--- src/rtl/sisc_pkg.sv ---
// Shared definitions for the SISC fetch/branch slice: opcodes, IR field
// positions, status flag indices and the fetch-state encoding.
package sisc_pkg;

  localparam logic [3:0] NOOP   = 4'h0;
  localparam logic [3:0] LOD    = 4'h1;
  localparam logic [3:0] STR    = 4'h2;
  localparam logic [3:0] SWP    = 4'h3;
  localparam logic [3:0] BRA    = 4'h4;
  localparam logic [3:0] BRR    = 4'h5;
  localparam logic [3:0] BNE    = 4'h6;
  localparam logic [3:0] BNR    = 4'h7;
  localparam logic [3:0] ALU_OP = 4'h8;
  localparam logic [3:0] HLT    = 4'hF;

  localparam int IR_OP_LO  = 28;
  localparam int IR_MM_LO  = 24;
  localparam int IR_RD_LO  = 20;
  localparam int IR_RS_LO  = 16;
  localparam int IR_RT_LO  = 12;
  localparam int IR_IMM_LO = 0;

  localparam int STAT_C = 3;
  localparam int STAT_N = 2;
  localparam int STAT_V = 1;
  localparam int STAT_Z = 0;

  typedef enum logic [0:0] {
    FETCH_IDLE = 1'b0,
    FETCH_REQ  = 1'b1
  } fetch_state_e;

  // A branch condition matches when any flag selected by the mask is set.
  function automatic logic cond_hit(input logic [3:0] mask, input logic [3:0] flags);
    return |(mask & flags);
  endfunction

endpackage

--- src/rtl/sisc_br_cond.sv ---
// Combinational branch resolution: decides taken and computes the new PC
// for absolute (BRA/BNE) and PC-relative (BRR/BNR) branches.
module sisc_br_cond
  import sisc_pkg::*;
#(
  parameter int PC_W = 16
) (
  input  logic [3:0]      opcode,
  input  logic [3:0]      mm,
  input  logic [3:0]      stat,
  input  logic [PC_W-1:0] pc,
  input  logic [15:0]     imm,
  output logic            taken,
  output logic [PC_W-1:0] target
);

  logic            hit_s;
  logic [PC_W-1:0] imm_abs_s;
  logic [PC_W-1:0] imm_sext_s;

  assign hit_s      = cond_hit(mm, stat);
  assign imm_abs_s  = PC_W'(imm);
  assign imm_sext_s = PC_W'($signed(imm));

  // Select condition sense and target form from the opcode.
  always_comb begin
    taken  = 1'b0;
    target = pc;
    case (opcode)
      BRA: begin
        taken  = hit_s;
        target = imm_abs_s;
      end
      BRR: begin
        taken  = hit_s;
        target = pc + imm_sext_s;
      end
      BNE: begin
        taken  = ~hit_s;
        target = imm_abs_s;
      end
      BNR: begin
        taken  = ~hit_s;
        target = pc + imm_sext_s;
      end
      default: begin
        taken  = 1'b0;
        target = pc;
      end
    endcase
  end

endmodule

--- src/rtl/sisc_ifetch.sv ---
// SISC instruction fetch unit: PC, IR and status registers, the memory
// request/acknowledge handshake and branch resolution on br_eval.
module sisc_ifetch
  import sisc_pkg::*;
#(
  parameter int PC_W = 16,
  parameter int IW   = 32
) (
  input  logic            clk,
  input  logic            rst_f,
  input  logic            fetch_start,
  input  logic            br_eval,
  input  logic            stat_en,
  input  logic [3:0]      stat_in,
  output logic [PC_W-1:0] imem_addr,
  output logic            imem_req,
  input  logic            imem_ack,
  input  logic [IW-1:0]   imem_data,
  output logic [3:0]      opcode,
  output logic [3:0]      mm,
  output logic [3:0]      rd,
  output logic [3:0]      rs,
  output logic [3:0]      rt,
  output logic [15:0]     imm,
  output logic [3:0]      stat,
  output logic [PC_W-1:0] pc,
  output logic            ir_valid,
  output logic            busy,
  output logic            br_taken
);

  fetch_state_e    state_r;
  fetch_state_e    state_nxt_s;
  logic [IW-1:0]   ir_r;
  logic [PC_W-1:0] pc_r;
  logic [3:0]      stat_r;
  logic            ir_valid_r;
  logic            busy_r;
  logic            req_r;
  logic            br_taken_r;
  logic            ack_take_s;
  logic            br_take_s;
  logic            taken_s;
  logic [PC_W-1:0] target_s;

  assign opcode    = ir_r[IR_OP_LO +: 4];
  assign mm        = ir_r[IR_MM_LO +: 4];
  assign rd        = ir_r[IR_RD_LO +: 4];
  assign rs        = ir_r[IR_RS_LO +: 4];
  assign rt        = ir_r[IR_RT_LO +: 4];
  assign imm       = ir_r[IR_IMM_LO +: 16];
  assign stat      = stat_r;
  assign pc        = pc_r;
  assign imem_addr = pc_r;
  assign imem_req  = req_r;
  assign busy      = busy_r;
  assign ir_valid  = ir_valid_r;
  assign br_taken  = br_taken_r;

  sisc_br_cond #(.PC_W(PC_W)) u_br_cond (
    .opcode (opcode),
    .mm     (mm),
    .stat   (stat_r),
    .pc     (pc_r),
    .imm    (imm),
    .taken  (taken_s),
    .target (target_s)
  );

  // Fetch state register.
  always_ff @(posedge clk) begin
    if (!rst_f) begin
      state_r <= FETCH_IDLE;
    end else begin
      state_r <= state_nxt_s;
    end
  end

  // Next state; branches are only accepted while no fetch is outstanding.
  always_comb begin
    state_nxt_s = state_r;
    ack_take_s  = 1'b0;
    br_take_s   = 1'b0;
    case (state_r)
      FETCH_IDLE: begin
        br_take_s = br_eval;
        if (fetch_start) begin
          state_nxt_s = FETCH_REQ;
        end else begin
          state_nxt_s = FETCH_IDLE;
        end
      end
      FETCH_REQ: begin
        ack_take_s = imem_ack;
        if (imem_ack) begin
          state_nxt_s = FETCH_IDLE;
        end else begin
          state_nxt_s = FETCH_REQ;
        end
      end
      default: begin
        state_nxt_s = FETCH_IDLE;
      end
    endcase
  end

  // Architectural registers and registered handshake outputs.
  always_ff @(posedge clk) begin
    if (!rst_f) begin
      ir_r       <= '0;
      pc_r       <= '0;
      stat_r     <= 4'h0;
      ir_valid_r <= 1'b0;
      busy_r     <= 1'b0;
      req_r      <= 1'b0;
      br_taken_r <= 1'b0;
    end else begin
      ir_valid_r <= ack_take_s;
      req_r      <= (state_nxt_s == FETCH_REQ);
      busy_r     <= (state_nxt_s == FETCH_REQ);
      if (stat_en) begin
        stat_r <= stat_in;
      end
      if (ack_take_s) begin
        ir_r <= imem_data;
        pc_r <= pc_r + {{(PC_W-1){1'b0}}, 1'b1};
      end else if (br_take_s && taken_s) begin
        pc_r <= target_s;
      end
      if (br_take_s) begin
        br_taken_r <= taken_s;
      end
    end
  end

endmodule
--- config.mk ---
export PLATFORM = sky130hd
export DESIGN_NAME = sisc_ifetch
export DESIGN_NICKNAME = d
export VERILOG_FILES = /design/src/rtl/sisc_pkg.sv /design/src/rtl/sisc_br_cond.sv /design/src/rtl/sisc_ifetch.sv
export SDC_FILE = /design/constraint.sdc
export NUM_CORES = 1
export LEC_CHECK = 0
export CAP_MARGIN = 0
export CORE_MARGIN = 2
export CORE_UTILIZATION = 55
export CTS_BUF_LIST = sky130_fd_sc_hd__clkbuf_8
export DETAILED_ROUTE_END_ITERATION = 10
export DONT_BUFFER_PORTS = 1
export GPL_TIMING_DRIVEN = 0
export PLACE_DENSITY = 0.71
export SLEW_MARGIN = 30
export SYNTH_ARGS = -nofsm -noshare
export SYNTH_HDL_FRONTEND = slang
export SYNTH_SLANG_ARGS = --single-unit
--- constraint.sdc ---
create_clock -name clk -period 3.3 [get_ports clk]
set_input_delay 0.66 -clock clk [delete_from_list [all_inputs] [get_ports clk]]
set_output_delay 0.66 -clock clk [all_outputs]
set_load 0.02 [all_outputs]
=== Word-level counts from Yosys, hierarchy flattened ===
Cells that the tools add are included.

* Register bits after elaboration: 55
* Output and inout port bits: 76

* Add/subtract/negate cells: 2
* Equal/unequal tests: 4
* Multiplexer cells: 9
* Bitwise operators: 3
* Reduce and logical (&&, ||, !) cells: 9

{| class="wikitable"
|+ Operators by type and width
! cell !! count
|-
| $mux W16 || 2
|-
| $pmux W16 S2 || 1
|-
| $add A16 B1 Y16 const B || 1
|-
| $add A16 B16 Y16 || 1
|-
| $eq A4 B3 Y1 const B || 4
|-
| $reduce_or A2 Y1 || 4
|-
| $and A4 B4 Y4 || 1
|-
| $mux W1 || 4
|-
| $pmux W1 S2 || 2
|-
| $reduce_or A4 Y1 || 1
|-
| $reduce_bool A3 Y1 || 1
|-
| $not A1 Y1 || 2
|-
| $reduce_and A2 Y1 || 1
|-
| $reduce_bool A2 Y1 || 1
|-
| $logic_and A1 B1 Y1 || 1
|}

=== Depth between registers and ports, before layout ===
* Word-level depth: 7
* Mapped depth: 9
* Gate-level depth less buffers: 9

=== Modules after synthesis ===
Synthesis repeated with hierarchy kept, for this count alone.

* Cells, all modules: 467
* Area, all modules: 3533.4 sq um

{| class="wikitable"
|+ By module, submodules not included
! module !! instances !! cells each !! area an instance (sq um) !! seq. area each (sq um)
|-
| sisc_ifetch || 1 || 296 || 2383.5 || 1101.1
|-
| sisc_br_cond || 1 || 171 || 1149.9 || 0.0
|}

=== Least setup slack after synthesis ===
Ideal clock, no wire load.

* Path type: reg-to-reg
* From: reg pc_r[0] (netlist: imem_addr[0])
* To: reg pc_r[10] (netlist: imem_addr[10])
* Setup time: 0.070 ns
* Arrival time: 2.383 ns
* Required time: 3.230 ns
* Setup slack: 0.846 ns
* Stages on the path, launching flop included: 10
* Buffers on the path: 0
* Period minus slack after synthesis: 2.454 ns
* Cells stage by stage: dfxtp_1 -> ha_1 -> fa_1 -> a211oi_1 -> nor2_1 -> a31oi_1 -> a2bb2oi_1 -> mux2i_1 -> or3_1 -> o2bb2ai_1

* Cells in the longest elaborated chain, start to end: 4

{| class="wikitable"
|+ RTL lines
! item !! RTL line !! text
|-
| start: declaration || sisc_ifetch.sv:35 || <nowiki>logic [PC_W-1:0] pc_r;</nowiki>
|-
| start signal: assignment || sisc_ifetch.sv:126 || <nowiki>pc_r <= pc_r + {{(PC_W-1){1'b0}}, 1'b1};</nowiki>
|-
| start signal: assignment || sisc_ifetch.sv:128 || <nowiki>pc_r <= target_s;</nowiki>
|-
| $add A16 B16 Y16 || sisc_br_cond.sv:36, sisc_br_cond.sv:44 ||
|-
| $pmux W16 S2 || sisc_br_cond.sv:29 || <nowiki>case (opcode)</nowiki>
|-
| $mux W16 || sisc_ifetch.sv:127 || <nowiki>end else if (br_take_s && taken_s) begin</nowiki>
|-
| $mux W16 (*) || sisc_ifetch.sv:124 || <nowiki>if (ack_take_s) begin</nowiki>
|}

Every way passes the cells marked *; elsewhere a longest branch is shown, timed or not. The select of a mux whose other input is x is not followed.
A chain may end at the register's enable or synchronous reset.

=== Worst setup path in the final report ===
Same ends and word-level chain as after synthesis.

==> run_results.csv <==
group,metric,value,unit
worst_setup_path,rrSetupSlack,280,ps
yosys,synth_area,3350,µm²
worst_setup_path,path_class,"reg -> reg",
final_layout,drive_gt1_frac,0.0874,
clocking,cts_tree,"built",
global_route,overflow,0,
timing,fmax,331,MHz
drt,num_vias,3166,
timing,final.period_utilization,0.915,
power,peakVddDrop,0.000239,V
die,die-area,6730,µm²
clocking,cts-htree-levels,2,
worst_setup_path,r2r_start,"imem_addr[0]",
yosys,ys_async_sr_fraction,0,
place,hpwl,6480,µm
worst_hold_path,hold_class,"in -> reg",
clocking,cts_resized,0,
die,ios,118,
yosys,synth_top_area_frac,0.329,
clocking,cts_setup_buffers,0,
power,powerDensity,362,nW/µm²
final_layout,fillCellCount,568,
yosys,ys_seq_elements,55,
worst_setup_path,r2r_end,"imem_addr[10]",
clocking,clk_latency,310,ps
global_route,grt_pass1_wl,13900,µm
worst_setup_path,start_kind,"flop",
place,place_ws,403,ps
timing,finalClockSkew,7.74,ps
drt,routed_wl,8810,µm
worst_setup_path,crit_start,"imem_addr[0]",
yosys,synthDistinctLibCells,56,
yosys,synth_top_area_cell,"dfxtp_1",
yosys,synth_flop_cell,"dfxtp_1",
timing,relSlewSlack,0.554,
yosys,seq_area_frac_synth,0.329,
die,die_h,82.0,µm
drt,drcViolationCount,0,
drt,dr.pass1.iters,5,
timing,hold_viol_final,0,
die,core_area,5890,µm²
clocking,cts_made_buffers,5,
timing,tightest_slew,664,ps
drt,vias_per_cell,6.08,
worst_setup_path,reg2reg_depth,9,
worst_setup_path,crit_end,"imem_addr[10]",
clocking,cts_buffer_depth,2,
yosys,synthTopCellsByArea,"dfxtp_1, nand2_1, a21oi_1, ha_1, buf_4",
global_route,grt_usage,0.267,
final_layout,area_growth,5.87,%
run_status,status,"completed",
drt,drt-initial-drc-count,246,
global_route,antenna_found_initial,0,
worst_setup_path,crit_chain,"ha_1, fa_1, a211oi_1, nor2_1, a31oi_1, a2bb2oi_1, mux2i_1, or3_1, o2bb2ai_1",
die,die_x,82.0,µm
flow_run,drv_cap,0,
worst_setup_path,slowest_delay,460,ps
place,numPortBuffers,0,
yosys,synth_nets,497,
timing,finalCriticalPeriod,3020,ps
clocking,cts_sinks,55,
yosys,synthCells,438,
timing,slew_viol_final,0,
timing,tns,0,ps
yosys,synth_common_cells,"nand2_1, a21oi_1, dfxtp_1",
final_layout,final_cells,521,
drt,ant_nets,0,
clocking,clockRootBuffer,"clkbuf_8",
die,start_util,0.569,
place,place_inst,513,
timing,finalSetupViolCount,0,
clocking,clkSlewWorstSetupHoldPaths,110,ps
worst_setup_path,cp_data_required_time,3550,ps
global_route,first_global_vias,2914,
place,gp_congestion,0.906,
yosys,yosys_warnings,0,
power,finalPower,1280,µW
drt,wl_per_cell,16.9,µm
die,num_rows,28,
timing,rsz0062_at_grt,"false",
yosys,synth_edf_count,0,
worst_setup_path,cp.arrival,3270,ps
power,leakage,0.00141,µW
yosys,synth.most_common_cell,"nand2_1",
yosys,syn_avg_cell_area,7.64,µm²
clocking,ctsHoldBuffers,0,
final_layout,final_nets,504,
timing,setup_slack,279,ps
final_layout,diodes,0,
global_route,grt_max_degree,19,
worst_setup_path,cp_slowest_cell,"dfxtp_1",
worst_setup_path,worstPathMaxFanout,8,
worst_setup_path,endpoint_kind,"flop",
==> layout by cell type (no fill, tap or decap), types with 8 or more instances in the layout <==
cell and count:
nand2_1 98, a21oi_1 63, dfxtp_1 55, nor2_1 26, buf_4 21, o21ai_0 19, clkbuf_1 18, ha_1 16
a31oi_1 9, inv_1 8, a211oi_1 8, xnor2_1 8, nand3_1 8, mux2i_1 8
==> routing by layer <==
layer	wire length [µm]	global-route usage	vias up
met5	0	0	-
met2	4170	0.442	154
met3	864	0.0538	19
li1	-	-	1543
met4	160	0.0850	0
met1	3620	0.348	1450
==> logic make-up after synthesis <==
| family | count (synthesis) | synth area share |
|---|---|---|
| AOI/OAI and AO/OA | 136 | 0.250 |
| and+or+nand+nor | 160 | 0.220 |
| buffers and inverters | 52 | 0.0848 |
| DFF | 55 | 0.329 |
| muxes | 8 | 0.0239 |
| xor gates and xnor gates | 10 | 0.0262 |
| adders and majority gates | 17 | 0.0658 |
==> layout make-up <==
cell class	instances	area, µm²	area share
Buffer	44	254	0.0717
Clock buffer	6	82.6	0.0233
Clock inverter	2	20.0	0.00565
Inverter	8	30.0	0.00847
Multi-Input combinational cell	331	1960	0.554
Sequential cell	55	1100	0.311
Tap cell	75	93.8	0.0265
==> power breakdown <==
group          switching, µW  internal [µW]
clock network            243            178
registers               54.0            685
logic                   77.7           44.4
==> metrics by stage <==
stage | util | area (µm²) | hold slack [ps]
floorplan | - | 3350 | 535
global placement | 0.585 | 3440 | 546
detailed placement | 0.585 | 3440 | 555
CTS | 0.602 | 3540 | 458
global route | 0.602 | 3540 | 458
finish | 0.602 | 3540 | 462
==> registers in the layout (all words and copies together) (netlist names) <==
name       cells
ir_r          32
imem_addr     16
stat           4
br_taken       1
imem_req       1
ir_valid       1
==> critical path, delay by kind of cell (launching register included) <==
family	cells	cell delay (ps)
AND/OR/NAND/NOR	2	450
flip-flops	1	460
adder cells (fa/ha/maj)	2	730
multiplexers	1	120
AO/OA/AOI/OAI	4	1200
==> worst min path at each step <==
stage                  start  cells after the start  slack (ps)        to
2_1_floorplan       ir_r[16]                      2         530  ir_r[16]
6_report       imem_data[26]                      2         460  ir_r[26]
5_1_grt         imem_data[1]                      2         460   ir_r[1]
3_5_place_dp        ir_r[17]                      2         550  ir_r[17]
4_1_cts         imem_data[0]                      2         460   ir_r[0]
3_3_place_gp        ir_r[20]                      2         550  ir_r[20]
(Power assumes the default switching activity.)
